[config.mk]
export PLATFORM = sky130hd
export DESIGN_NAME = alu_mul_seq
export DESIGN_NICKNAME = d
export VERILOG_FILES = /design/src/rtl/alu_mul_seq_pkg.sv /design/src/rtl/alu_mul_seq_mul_iter_dp.sv /design/src/rtl/alu_mul_seq.sv
export SDC_FILE = /design/constraint.sdc
export NUM_CORES = 1
export LEC_CHECK = 0
export BUFFER_PORTS_ARGS = -buffer_cell sky130_fd_sc_hd__buf_4
export CORE_ASPECT_RATIO = 0.9
export CORE_MARGIN = 2
export CORE_UTILIZATION = 40
export DETAILED_ROUTE_END_ITERATION = 8
export PLACE_DENSITY = 0.66
export SYNTH_ARGS = -nofsm -noshare
export SYNTH_HDL_FRONTEND = slang
export SYNTH_HIERARCHICAL = 1
export SYNTH_SLANG_ARGS = --single-unit
[constraint.sdc]
create_clock -name clk -period 4.65 [get_ports clk]
set_input_delay 0 -clock clk [delete_from_list [all_inputs] [get_ports clk]]
set_output_delay 0 -clock clk [all_outputs]
set_load 0.01 [all_outputs]
[src/rtl/alu_mul_seq_pkg.sv]
// Shared encodings for the multiply sequencer: FSM states and the 2-bit ALU
// control codes, which the main instruction decoder also uses.
package alu_mul_seq_pkg;

  localparam int DATA_W = 32;

  typedef enum logic [1:0] {
    ST_IDLE = 2'd0,
    ST_CALC = 2'd1,
    ST_DONE = 2'd2
  } mul_state_e;

  localparam logic [1:0] ALU_ADD = 2'b00;
  localparam logic [1:0] ALU_SUB = 2'b01;
  localparam logic [1:0] ALU_AND = 2'b10;
  localparam logic [1:0] ALU_ORR = 2'b11;

  // {N,Z} of a result; C and V are deliberately not produced for multiplies.
  function automatic logic [1:0] nz_flags_of(input logic [DATA_W-1:0] value);
    return {value[DATA_W-1], (value == {DATA_W{1'b0}})};
  endfunction

endpackage

[src/rtl/alu_mul_seq_mul_iter_dp.sv]
// Shift-add iteration registers: accumulator, shifting multiplicand,
// shifting multiplier and iteration counter.
module alu_mul_seq_mul_iter_dp #(
  parameter int WIDTH = 32,
  parameter int CNT_W = 5
) (
  input  logic             clk,
  input  logic             reset,
  input  logic             i_load,
  input  logic             i_step,
  input  logic             i_accumulate,
  input  logic [WIDTH-1:0] i_rn,
  input  logic [WIDTH-1:0] i_rm,
  input  logic [WIDTH-1:0] i_ra,
  input  logic [WIDTH-1:0] i_alu_result,
  output logic [WIDTH-1:0] o_acc,
  output logic [WIDTH-1:0] o_mcand,
  output logic [WIDTH-1:0] o_mplr,
  output logic [CNT_W-1:0] o_count
);

  logic [WIDTH-1:0] r_acc;
  logic [WIDTH-1:0] r_mcand;
  logic [WIDTH-1:0] r_mplr;
  logic [CNT_W-1:0] r_count;

  // The ALU sum is only taken when the current multiplier bit is set.
  always_ff @(posedge clk) begin
    if (reset) begin
      r_acc   <= {WIDTH{1'b0}};
      r_mcand <= {WIDTH{1'b0}};
      r_mplr  <= {WIDTH{1'b0}};
      r_count <= {CNT_W{1'b0}};
    end else if (i_load) begin
      r_acc   <= i_accumulate ? i_ra : {WIDTH{1'b0}};
      r_mcand <= i_rn;
      r_mplr  <= i_rm;
      r_count <= {CNT_W{1'b0}};
    end else if (i_step) begin
      r_acc   <= r_mplr[0] ? i_alu_result : r_acc;
      r_mcand <= r_mcand << 1;
      r_mplr  <= r_mplr >> 1;
      r_count <= r_count + CNT_W'(1);
    end
  end

  assign o_acc   = r_acc;
  assign o_mcand = r_mcand;
  assign o_mplr  = r_mplr;
  assign o_count = r_count;

endmodule

[src/rtl/alu_mul_seq.sv]
// Multi-cycle MUL/MLA sequencer: drives the shared ALU with add operations
// while busy and publishes the low product word with its N/Z flags.
module alu_mul_seq #(
  parameter int WIDTH      = 32,
  parameter bit EARLY_TERM = 1'b1
) (
  input  logic             clk,
  input  logic             reset,
  input  logic             start,
  input  logic             accumulate,
  input  logic [WIDTH-1:0] rn,
  input  logic [WIDTH-1:0] rm,
  input  logic [WIDTH-1:0] ra,
  output logic             busy,
  output logic             done,
  output logic [WIDTH-1:0] product,
  output logic [1:0]       nz_flags,
  output logic [WIDTH-1:0] alu_a,
  output logic [WIDTH-1:0] alu_b,
  output logic [1:0]       alu_ctrl,
  input  logic [WIDTH-1:0] alu_result
);

  import alu_mul_seq_pkg::*;

  localparam int CNT_W = $clog2(WIDTH);
  localparam logic [CNT_W-1:0] LAST_ITER = CNT_W'(WIDTH - 1);

  mul_state_e       r_state;
  mul_state_e       w_state_nxt;
  logic             w_load;
  logic             w_step;
  logic [WIDTH-1:0] w_alu_a;
  logic [WIDTH-1:0] w_alu_b;
  logic [WIDTH-1:0] w_acc;
  logic [WIDTH-1:0] w_mcand;
  logic [WIDTH-1:0] w_mplr;
  logic [CNT_W-1:0] w_count;
  logic [WIDTH-1:0] r_product;
  logic [1:0]       r_nz_flags;

  alu_mul_seq_mul_iter_dp #(
    .WIDTH (WIDTH),
    .CNT_W (CNT_W)
  ) u_iter_dp (
    .clk          (clk),
    .reset        (reset),
    .i_load       (w_load),
    .i_step       (w_step),
    .i_accumulate (accumulate),
    .i_rn         (rn),
    .i_rm         (rm),
    .i_ra         (ra),
    .i_alu_result (alu_result),
    .o_acc        (w_acc),
    .o_mcand      (w_mcand),
    .o_mplr       (w_mplr),
    .o_count      (w_count)
  );

  // State register.
  always_ff @(posedge clk) begin
    if (reset) begin
      r_state <= ST_IDLE;
    end else begin
      r_state <= w_state_nxt;
    end
  end

  // Next state, iteration control and ALU operand drive.
  always_comb begin
    w_state_nxt = r_state;
    w_load      = 1'b0;
    w_step      = 1'b0;
    w_alu_a     = {WIDTH{1'b0}};
    w_alu_b     = {WIDTH{1'b0}};
    case (r_state)
      ST_IDLE: begin
        if (start) begin
          w_load = 1'b1;
          if (EARLY_TERM && (rm == {WIDTH{1'b0}})) begin
            w_state_nxt = ST_DONE;
          end else begin
            w_state_nxt = ST_CALC;
          end
        end else begin
          w_state_nxt = ST_IDLE;
        end
      end
      ST_CALC: begin
        w_step  = 1'b1;
        w_alu_a = w_acc;
        w_alu_b = w_mcand;
        if ((EARLY_TERM && ((w_mplr >> 1) == {WIDTH{1'b0}})) || (w_count == LAST_ITER)) begin
          w_state_nxt = ST_DONE;
        end else begin
          w_state_nxt = ST_CALC;
        end
      end
      ST_DONE: begin
        w_state_nxt = ST_IDLE;
      end
      default: begin
        w_state_nxt = ST_IDLE;
      end
    endcase
  end

  // Result is captured on the DONE->IDLE edge and held until the next one.
  always_ff @(posedge clk) begin
    if (reset) begin
      r_product  <= {WIDTH{1'b0}};
      r_nz_flags <= 2'b00;
    end else if (r_state == ST_DONE) begin
      r_product  <= w_acc;
      r_nz_flags <= nz_flags_of(w_acc);
    end
  end

  assign busy     = (r_state != ST_IDLE);
  assign done     = (r_state == ST_DONE);
  assign product  = r_product;
  assign nz_flags = r_nz_flags;
  assign alu_a    = w_alu_a;
  assign alu_b    = w_alu_b;
  assign alu_ctrl = ALU_ADD;

endmodule

==> impl_results.md, run 1 <==
* CP endpoint kind: flip-flop
* Fin area at 0.0103 mm²
* EDFF count, synth at 0
* Vias per cell at 5.26
* Delay of the slowest cell on the worst path at 0.71 ns
* Achievable Freq at 0.316 GHz
* Clock slew seen by the registers of the worst setup and hold paths at 0.06 ns
* Final setup violation count at 0
* Library cells used by synthesis at 38
* Global-route wire length before repair at 34000 µm
* Top post-synthesis cells by count: sky130_fd_sc_hd__dfxtp_1, sky130_fd_sc_hd__a211oi_1, sky130_fd_sc_hd__nand2_1
* Post-synthesis mux area share at 9.63%
* Clock period minus final worst setup slack at 3.17 ns
* GRT Util Overall at 23.4%
* Setup Skew at 0.0120 ns
* Clock network latency to the later pin of the worst-skew pair at 0.42 ns
* Number of global-route vias before repair at 6619
* Setup slack, reg-to-reg at 1.48 ns
* Total detailed-routing wirelength at 21400 µm
* Maximum number of pins on one net before global-route repair at 94
* TritonCTS clock tree: done
* Largest family of logic cells by synthesized area: simple AND/OR/NAND/NOR gates
* Instance count of the mapped netlist at 762
* Number of max-slew violations in the final report at 0
* Yosys reg bits at 136
* Transition at the pin with the smallest max-transition slack at 1.13 ns
* Post-Synth Adder-Cell Area at 0.184%
* Synth area leader: sky130_fd_sc_hd__dfxtp_1
* Max H-tree Level at 4
* Initial core utilization at 40.6%
* Routed WL per cell at 16.6 µm
* Part of the Yosys area used for sequential elements at 40.1%
* Startpoint of the tightest hold check path: ra[5]
* Core Box Area at 0.0167 mm²
* Setup slack at placement at 2.04 ns
* Horizontal die dimension at 141 µm
* Max-cap viol count at 0
* Vias after detailed routing at 6795
* Maximum count of clock buffers along a single path at 2
* Fraction of layout cells with a size suffix above 1 at 26.6%
* Worst Setup Path Type: reg -> reg
* Most used DFF post-synth: sky130_fd_sc_hd__dfxtp_1
* Antenna violation net count after detailed routing at 0
* GPL Wtd Cong at 0.750
* Class of the tightest hold or removal check: in -> reg
* Leak Pwr at 4.20 nW
* Setup slack after layout at 1.48 ns
* End point of the most critical hold path: u_iter_dp/o_acc[5]
* Io pins at 234
* Post-layout total power at 3.34 mW
* Cell-by-cell listing of the critical path: nor2_1 -> nand2_1 -> inv_4 -> buf_4 -> nor2_1 -> a2111oi_1 -> dlygate4sd3_1
* Final Hold Viols at 0
* Dominant cell by count in the synthesized netlist: sky130_fd_sc_hd__dfxtp_1
* Arr. time, crit path at 3.53 ns
* Post-synthesis simple-gate area fraction at 22.1%
* Slowest stage cell, crit path: sky130_fd_sc_hd__buf_4
* Worst flop-to-flop path endpoint: u_iter_dp/o_acc[12]
* Placed instance area at 0.00850 mm²
* Clock Root Buffer: sky130_fd_sc_hd__clkbuf_16
* Critical Path Fanout Max at 85
* Top area cells in the synthesized netlist: sky130_fd_sc_hd__dfxtp_1, sky130_fd_sc_hd__a211oi_1, sky130_fd_sc_hd__mux2i_1, sky130_fd_sc_hd__and2_1, sky130_fd_sc_hd__nor2b_1
* Layout overhead on the synthesized area at 51.7%
* Worst-case hold slack at 0.0140 ns
* Setup crit start kind: flip-flop
* Number of detailed-routing iterations run before antenna repair at 5
* Max-slew headroom at 24.8%
* Number of cells traversed by the worst hold path at 3
* Number of design-rule violations left by the first detailed-router iteration at 413
* Most common cell type on the critical path: sky130_fd_sc_hd__nor2_1
* Critical path launch point: r_state[1]
* Number of buffers added by the clock tree synthesis step at 17
* Fin crit share at 68.1%
* DP Wirelength at 13100 µm
* Cell family with most CP delay: buffers and inverters
* Cell area after synthesis at 0.00679 mm²
* Outcome: finished clean
* Final global-route overflow total at 0
* Number of standard-cell rows in the floorplan at 45
* Power density of the placed cells at 325 mW/mm²
* FFs w/ async S/R, synth at 0%
* Nets at 1200
* Number of sinks driven by the clock tree at 136
* Data required time at the worst endpoint at 5.01 ns
* Synth Area in Compound Gates at 22.1%
* Worst Path Buf+Inv at 3
* Initial antenna violation count at 0
* Setup total negative slack at 0 ns
* Fraction of synthesized cell area in xor and xnor cells at 0.129%
* Post-Synthesis Mean Instance Area at 8.90 µm²
* Die Outline Area at 0.0180 mm²
* RSZ-0062 raised after global routing: no
* Die H at 128 µm
* Peak supply drop at 244 µV
* Warning count from the yosys run at 6
* Proportion of netlist area held by the largest area contributor at 40.1%
* FF-to-FF path depth at 7
* Residual DRC at 0
* Reg2reg start: r_state[1]
* Quantity of I/O buffers inserted on ports at 231
==> report_power, final <==
part	internal (mW)	switching, mW	leakage [nW]	total [mW]
clock	0.804	0.496	0.283	1.30
sequential	1.26	0.0869	1.12	1.35
combinational	0.373	0.323	2.80	0.696
total	2.44	0.906	4.20	3.34
==> tightest hold or removal path, stage by stage <==
cell,delay (ns)
sky130_fd_sc_hd__buf_4,0.11
sky130_fd_sc_hd__a21boi_0,0.17
sky130_fd_sc_hd__a2111oi_1,0.08
==> registers in the layout (all words and copies together) (netlist names) <==
register and cells:
product 32, u_iter_dp/o_acc 32, u_iter_dp/o_mcand 32, u_iter_dp/o_mplr 32
u_iter_dp/o_count 5, r_state 2, nz_flags 1
==> routing by layer <==
layer | GRT usage, % | vias up | wire length (µm)
met1 | 30.3 | 3192 | 9830
met5 | 0 | - | 0
met2 | 39.3 | 222 | 10000
li1 | - | 3363 | -
met3 | 5.25 | 18 | 1320
met4 | 6.59 | 0 | 227
==> layout by cell type, fill, tap and decap left out, types with 2 or more instances in the layout <==
cell,Yosys,routed
sky130_fd_sc_hd__a211oi_1,94,94
sky130_fd_sc_hd__nor3_1,3,3
sky130_fd_sc_hd__or3b_2,2,2
sky130_fd_sc_hd__mux2i_1,63,63
sky130_fd_sc_hd__a2111oi_2,3,3
sky130_fd_sc_hd__a21oi_1,35,35
sky130_fd_sc_hd__nor3b_1,2,2
sky130_fd_sc_hd__dlygate4sd3_1,0,122
sky130_fd_sc_hd__mux2_2,2,2
sky130_fd_sc_hd__clkbuf_16,0,17
sky130_fd_sc_hd__clkbuf_8,0,5
sky130_fd_sc_hd__clkinv_2,0,4
sky130_fd_sc_hd__nand2_1,70,70
sky130_fd_sc_hd__clkbuf_1,43,3
sky130_fd_sc_hd__nor4_2,4,4
sky130_fd_sc_hd__nor2b_1,63,62
sky130_fd_sc_hd__nor4_1,19,19
sky130_fd_sc_hd__a2111oi_1,29,29
sky130_fd_sc_hd__buf_4,15,240
sky130_fd_sc_hd__nor2_1,37,37
sky130_fd_sc_hd__nand4_1,8,8
sky130_fd_sc_hd__conb_1,1,2
sky130_fd_sc_hd__and2_1,64,64
sky130_fd_sc_hd__inv_1,4,3
sky130_fd_sc_hd__dfxtp_1,136,136
sky130_fd_sc_hd__a21boi_0,32,32
==> layout make-up <==
cell class / instances / area (µm²)
Antenna cell: 1 / 2.50
Clock buffer: 25 / 505
Clock inverter: 7 / 66.3
Fill cell: 1455 / 6430
Inverter: 5 / 21.3
Multi-Input combinational cell: 545 / 3690
Sequential cell: 136 / 2720
Tap cell: 211 / 264
Timing Repair Buffer: 362 / 3020
==> worst max-delay path by stage <==
| stage | end | slack, ns | cells past startpoint |
|---|---|---|---|
| floorplan | u_iter_dp/o_acc[4] | 2.99 | 6 |
| global placement | u_iter_dp/o_acc[8] | 2.18 | 6 |
| detailed placement | u_iter_dp/o_acc[13] | 2.04 | 6 |
| CTS | u_iter_dp/o_acc[13] | 1.52 | 7 |
| global route | u_iter_dp/o_acc[1] | 1.20 | 7 |
| finish | u_iter_dp/o_acc[12] | 1.48 | 7 |
==> per-stage QoR <==
step	util (%)	cells
3_5_place_dp	50.8	1137
6_report	61.6	1292
2_1_floorplan	-	763
3_3_place_gp	50.8	1137
4_1_cts	61.6	1291
5_1_grt	61.6	1291
==> repair_timing <==
item                                   in CTS  in global routing
endpoints found under the hold margin      97                  0
gates resized for setup                     0                  0
buffers inserted                            0                  0
hold buffers                              122                  0
==> kinds of logic after synthesis <==
kind of cell	count (synthesis)
flip-flops	136
other	1
adder cells (fa/ha/maj)	1
buffers and inverters	82
XOR/XNOR	1
AND/OR/NAND/NOR	278
multiplexers	65
AO/OA/AOI/OAI	198
Power figures use the tool's default switching activity.
==> inputs of run 2 (changes only) <==
- PLACE_DENSITY: 0.66 -> 0.69
- clock period: 4.65 -> 2.82 ns (I/O delays scaled with it)
==> run 2 against run 1 <==
Net effect: clock power grew 64%; maximum frequency up 33%; clock skew is 0.0023 ns lower; critical path type unchanged.
==> impl_results.md, run 2 (synthesis results as in run 1) <==
* Met2 WL at 10400 µm
* Number of global-route vias before repair at 6685
* Quantity of I/O buffers inserted on ports at 231
* Class of the tightest hold or removal check: in -> reg
* Initial core utilization at 40.6%
* Final setup violation count at 0
* Horizontal die dimension at 141 µm
* Worst Path Buf+Inv at 3
* Clock network latency to the later pin of the worst-skew pair at 0.41 ns
* Achievable Freq at 0.420 GHz
* Maximum count of clock buffers along a single path at 2
* Number of cells traversed by the worst hold path at 3
* TritonCTS clock tree: done
* Number of hold-repair buffers added at the cts stage at 120
* Placed instance area at 0.00859 mm²
* Global-route wire length before repair at 34500 µm
* Maximum number of pins on one net before global-route repair at 126
* Most common cell type on the critical path: sky130_fd_sc_hd__nor2_1
* Residual DRC at 0
* Final global-route overflow total at 0
* Startpoint of the tightest hold check path: ra[31]
* Worst Setup Path Type: reg -> reg
* Top routing layer used: met4
* Fin crit share at 84.4%
* Antenna violation net count after detailed routing at 0
* Io pins at 234
* Fraction of layout cells with a size suffix above 1 at 26.6%
* Number of standard-cell rows in the floorplan at 45
* M1 wire length at 9710 µm
* Setup Skew at 0.00963 ns
* Number of max-slew violations in the final report at 0
* Setup crit start kind: flip-flop
* CP endpoint kind: flip-flop
* Critical Path Fanout Max at 51
* Number of detailed-routing iterations run before antenna repair at 4
* Post-CTS Resized at 0
* Routed WL per cell at 16.9 µm
* Die Outline Area at 0.0180 mm²
* Clock slew seen by the registers of the worst setup and hold paths at 0.06 ns
* Clock Root Buffer: sky130_fd_sc_hd__clkbuf_16
* Cell family with most CP delay: buffers and inverters
* Slowest stage cell, crit path: sky130_fd_sc_hd__dlygate4sd3_1
* Max H-tree Level at 4
* Peak supply drop at 396 µV
* Clock period minus final worst setup slack at 2.38 ns
* Data required time at the worst endpoint at 3.17 ns
* Delay of the slowest cell on the worst path at 0.62 ns
* Transition at the pin with the smallest max-transition slack at 0.692 ns
* Max-slew headroom at 53.9%
* Reg2reg start: r_state[1]
* FF-to-FF path depth at 7
* Cell-by-cell listing of the critical path: nor2_1 -> nand2_1 -> inv_4 -> buf_4 -> nor2_1 -> a2111oi_1 -> dlygate4sd3_1
* Final Hold Viols at 0
* Vias per cell at 5.32
* Ant. Diodes at 0
* Setup slack, reg-to-reg at 0.44 ns
* Arr. time, crit path at 2.73 ns
* Layout overhead on the synthesized area at 52.4%
* Max-cap viol count at 0
* Most frequent cells in the layout: sky130_fd_sc_hd__buf_4, sky130_fd_sc_hd__dfxtp_1, sky130_fd_sc_hd__dlygate4sd3_1
* Core Box Area at 0.0167 mm²
* Number of buffers added by the clock tree synthesis step at 17
* Sum of met3 wire segment lengths after detailed routing at 1340 µm
* Post-CTS setup buffer count at 0
* Total detailed-routing wirelength at 21800 µm
* Number of sinks driven by the clock tree at 136
* End point of the most critical hold path: u_iter_dp/o_acc[31]
* Core occupancy in the finished layout at 61.8%
* Leak Pwr at 4.21 nW
* Worst flop-to-flop path endpoint: u_iter_dp/o_acc[26]
* Power density of the placed cells at 533 mW/mm²
* Vias after detailed routing at 6866
* Fin area at 0.0103 mm²
* RSZ-0062 raised after global routing: no
* DP Wirelength at 13400 µm
* Die H at 128 µm
* Initial antenna violation count at 0
* Outcome: finished clean
* GPL Wtd Cong at 0.801
* Nets at 1203
* Leading cell type in the layout, fill and taps excluded: sky130_fd_sc_hd__buf_4
* GRT Util Overall at 23.8%
* Setup total negative slack at 0 ns
* Number of design-rule violations left by the first detailed-router iteration at 419
run 2: per-layer routing:
layer  track usage (%)  vias up
met3              5.70       21
li1                  -     3360
met1              31.4     3242
met2              39.6      243
met4              5.94        0
met5                 0        -
run 2: worst max-delay path by stage:
stage               startpoint                  end  depth (start not counted)
floorplan           r_state[0]   u_iter_dp/o_acc[4]                          6
global route        r_state[1]  u_iter_dp/o_acc[27]                          7
global placement    r_state[1]  u_iter_dp/o_acc[26]                          6
finish              r_state[1]  u_iter_dp/o_acc[26]                          7
CTS                 r_state[1]  u_iter_dp/o_acc[17]                          7
detailed placement  r_state[1]  u_iter_dp/o_acc[24]                          6
run 2: final cells by class:
class / instances / area, µm²
Timing Repair Buffer: 365 / 3090
Sequential cell: 136 / 2720
Fill cell: 1418 / 6380
Clock inverter: 4 / 70.1
Clock buffer: 24 / 482
Inverter: 5 / 21.3
Tap cell: 211 / 264
Multi-Input combinational cell: 545 / 3690
run 2: tightest hold or removal path, delay by kind of cell:
kind	cells	cell delay (ns)
buf+inv	1	0.11
compound gates	2	0.26
run 2: through the flow:
| stage | setup WS [ns] | power (mW) | cells | hold slack (ns) |
|---|---|---|---|---|
| finish | 0.441 | 5.51 | 1290 | 0.0250 |
| global route | 0.348 | 5.76 | 1290 | 0.0112 |
| CTS | 0.532 | 5.54 | 1290 | 0.00356 |
| detailed placement | 1.09 | 3.25 | 1142 | 0.270 |
| global placement | 1.13 | 3.24 | 1142 | 0.258 |
| floorplan | 1.16 | 2.86 | 763 | 0.145 |
run 2: where the power goes:
| group | leakage [nW] | switching [mW] | internal, mW |
|---|---|---|---|
| Combinational | 2.83 | 0.540 | 0.630 |
| Clock | 0.272 | 0.777 | 1.35 |
| Sequential | 1.12 | 0.141 | 2.08 |
==> inputs of run 3 (changes only) <==
- ABC_AREA: default -> 1
- PLACE_DENSITY: 0.69 -> 0.68
- clock period: 2.82 -> 2.14 ns (I/O delays scaled with it)
==> run 3 against run 2 <==
Net effect: wire length up 7.1%; synthesized cell count up 44%; clock power up 37%; register-to-register slack worse by 0.37 ns; non-clock buffer count up 7; critical path type unchanged; largest cell class unchanged; largest power group is now clock.
==> impl_results.md, run 3 <==
* Outcome: finished clean
* Maximum number of pins on one net before global-route repair at 78
* Largest family of logic cells by synthesized area: simple AND/OR/NAND/NOR gates
* Startpoint of the tightest hold check path: ra[29]
* Warning count from the yosys run at 6
* Class of the tightest hold or removal check: in -> reg
* Ant. Diodes at 0
* Top post-synthesis cells by count: sky130_fd_sc_hd__nand2_1, sky130_fd_sc_hd__nor2_1, sky130_fd_sc_hd__dfxtp_1
* Core Box Area at 0.0170 mm²
* Internal portion of total power at 5.23 mW
* Global-route wire length before repair at 36500 µm
* Final setup violation count at 0
* Clock network latency to the later pin of the worst-skew pair at 0.41 ns
* Fraction of layout cells with a size suffix above 1 at 21.5%
* Number of sinks driven by the clock tree at 136
* Number of design-rule violations left by the first detailed-router iteration at 516
* EDFF count, synth at 0
* Number of max-slew violations in the final report at 0
* Total detailed-routing wirelength at 23300 µm
* Transition at the pin with the smallest max-transition slack at 0.614 ns
* Combinational power share at 20.3%
* Dominant cell by count in the synthesized netlist: sky130_fd_sc_hd__nand2_1
* Initial antenna violation count at 0
* Nets at 1545
* Post-Synth Adder-Cell Area at 0.179%
* Layout overhead on the synthesized area at 53.4%
* Part of the Yosys area used for sequential elements at 39.0%
* FFs w/ async S/R, synth at 0%
* Number of buffers added by the clock tree synthesis step at 17
* Worst-case hold slack at 0.0288 ns
* Sw Share at 27.2%
* Fill count at 1559
* Library cells used by synthesis at 26
* Achievable Freq at 0.482 GHz
* Quantity of I/O buffers inserted on ports at 231
* Die Outline Area at 0.0185 mm²
* Max-cap viol count at 0
* Final global-route overflow total at 0
* Clock slew seen by the registers of the worst setup and hold paths at 0.06 ns
* Cell area after synthesis at 0.00698 mm²
* Proportion of netlist area held by the largest area contributor at 39.0%
* Top area cells in the synthesized netlist: sky130_fd_sc_hd__dfxtp_1, sky130_fd_sc_hd__nand2_1, sky130_fd_sc_hd__nor2_1, sky130_fd_sc_hd__nand3_1, sky130_fd_sc_hd__inv_1
* Synth Area in Compound Gates at 12.2%
* Post-Synthesis Mean Instance Area at 6.38 µm²
* Residual DRC at 0
* Max-slew headroom at 59.0%
* Power density of the placed cells at 671 mW/mm²
* Total net switching power at 1.96 mW
* Most frequent cells in the layout: sky130_fd_sc_hd__nand2_1, sky130_fd_sc_hd__buf_4, sky130_fd_sc_hd__nor2_1
* Maximum count of clock buffers along a single path at 2
* Most used DFF post-synth: sky130_fd_sc_hd__dfxtp_1
* Antenna violation net count after detailed routing at 0
* Number of global-route vias before repair at 7373
* Relative contribution of sequential cells to total power at 39.2%
* Critical Path Fanout Max at 39
* Reg2reg start: r_state[1]
* Most common cell type on the critical path: sky130_fd_sc_hd__nor2_1
* Slowest stage cell, crit path: sky130_fd_sc_hd__dlygate4sd3_1
* Post-synthesis simple-gate area fraction at 37.0%
* Setup total negative slack at 0 ns
* # placed instances at 1500
* CP endpoint kind: flip-flop
* Number of detailed-routing iterations run before antenna repair at 5
* Critical path launch point: r_state[1]
* Horizontal die dimension at 143 µm
* RSZ-0062 raised after global routing: yes
* Clock group share of total power at 40.5%
* Clock Root Buffer: sky130_fd_sc_hd__clkbuf_16
* TritonCTS clock tree: done
* Leak Pwr at 5.10 nW
* Clock period minus final worst setup slack at 2.07 ns
* Number of standard-cell rows in the floorplan at 45
* GPL Wtd Cong at 0.857
* Post-CTS setup buffer count at 0
* Setup Skew at 0.00667 ns
* Data required time at the worst endpoint at 2.45 ns
* Yosys reg bits at 136
* Die H at 129 µm
* Setup crit start kind: flip-flop
* Leading cell type in the layout, fill and taps excluded: sky130_fd_sc_hd__nand2_1
* Non-filler cells in the finished layout at 1660
* Final Hold Viols at 0
* Core occupancy in the finished layout at 63.0%
* Routed WL per cell at 14.0 µm
* Vias after detailed routing at 7959
* Arr. time, crit path at 2.38 ns
* Delay of the slowest cell on the worst path at 0.55 ns
* Vias per cell at 4.79
* Worst Setup Path Type: reg -> reg
* Post-synthesis mux area share at 0%
* Initial core utilization at 41.1%
* DP Wirelength at 14700 µm
* Fraction of synthesized cell area in xor and xnor cells at 0%
* GRT Util Overall at 24.5%
* Instance count of the mapped netlist at 1094
* Synth area leader: sky130_fd_sc_hd__dfxtp_1
* Io pins at 234
* Peak supply drop at 538 µV
* Cell-by-cell listing of the critical path: nor2_1 -> inv_1 -> nor2_4 -> inv_6 -> buf_16 -> nand2_1 -> nand2_1 -> dlygate4sd3_1 -> nor2_1 -> nor2_1
* Fin crit share at 96.9%
* Max H-tree Level at 4
run 3: cell types whose count changed after synthesis, sizes merged, moves of 23 or more:
| cell | previous run | this run |
|---|---|---|
| inv | 5 | 108 |
| buf | 34 | 62 |
| a2111oi | 32 | 0 |
| clkbuf | 43 | 12 |
| nand3 | 1 | 102 |
| mux2i | 63 | 0 |
| nor2b | 63 | 0 |
| o21ai | 0 | 65 |
| a21boi | 32 | 0 |
| nand2 | 70 | 286 |
| nor2 | 37 | 235 |
| a211oi | 94 | 31 |
| nor4 | 23 | 0 |
| and2 | 65 | 2 |
run 3: through the flow:
step | power (mW) | area [µm²] | setup slack, ns
6_report | 7.18 | 10700 | 0.0669
3_3_place_gp | 4.06 | 8800 | 0.462
3_5_place_dp | 4.07 | 8800 | 0.438
4_1_cts | 7.20 | 10700 | 0.0211
5_1_grt | 7.52 | 10700 | -0.0294
2_1_floorplan | 3.59 | 6990 | 0.697
run 3: per-layer routing:
metal | vias up | global-route usage, % | share of wire, %
met5 | - | 0 | 0
met4 | 0 | 7.61 | 2.4
met3 | 36 | 5.40 | 5.2
met2 | 258 | 40.7 | 47
met1 | 3598 | 32.1 | 46
li1 | 4067 | - | -
run 3: power groups by stage:
stage          Combinational (mW)  Clock (mW)  Sequential, mW
5_1_grt                      1.61        3.08            2.84
6_report                     1.46        2.91            2.82
3_5_place_dp                 1.21           0            2.87
3_3_place_gp                 1.20           0            2.86
2_1_floorplan               0.757           0            2.83
4_1_cts                      1.42        2.96            2.81
run 3: worst paths after layout:
| kind | endpoint | cells after the start | slack, ns |
|---|---|---|---|
| setup reg to reg | u_iter_dp/o_acc[18] | 10 | 0.07 |
| hold reg to reg | product[14] | 2 | 0.49 |
| setup / recovery | u_iter_dp/o_acc[18] | 10 | 0.07 |
| hold / removal | u_iter_dp/o_acc[29] | 5 | 0.03 |
run 3: logic make-up after synthesis:
kind of cell               Yosys count
DFF                                136
and+or+nand+nor                    640
adders and majority gates            1
AOI/OAI and AO/OA                  134
other                                1
buffers and inverters              182
run 3: what timing repair did:
action / CTS / global route
hold buffers: 127 / 0
endpoints found under the hold margin: 96 / 0
resized for setup: 0 / 7
endpoints found under the setup margin: 0 / 46
run 3: cell type report:
| cell class | instances | area (µm²) | share of cell area, % |
|---|---|---|---|
| Clock buffer | 23 | 498 | 4.65 |
| Timing Repair Buffer | 372 | 3220 | 30.1 |
| Sequential cell | 136 | 2720 | 25.4 |
| Multi-Input combinational cell | 777 | 3460 | 32.4 |
| Inverter | 108 | 413 | 3.86 |
| Tap cell | 235 | 294 | 2.75 |
| Clock inverter | 9 | 95.1 | 0.888 |
run 3: critical path, delay by kind of cell (launching register included):
family                 cells  cell delay [ns]
buffers and inverters      4             0.98
and+or+nand+nor            6             0.60
DFF                        1             0.34
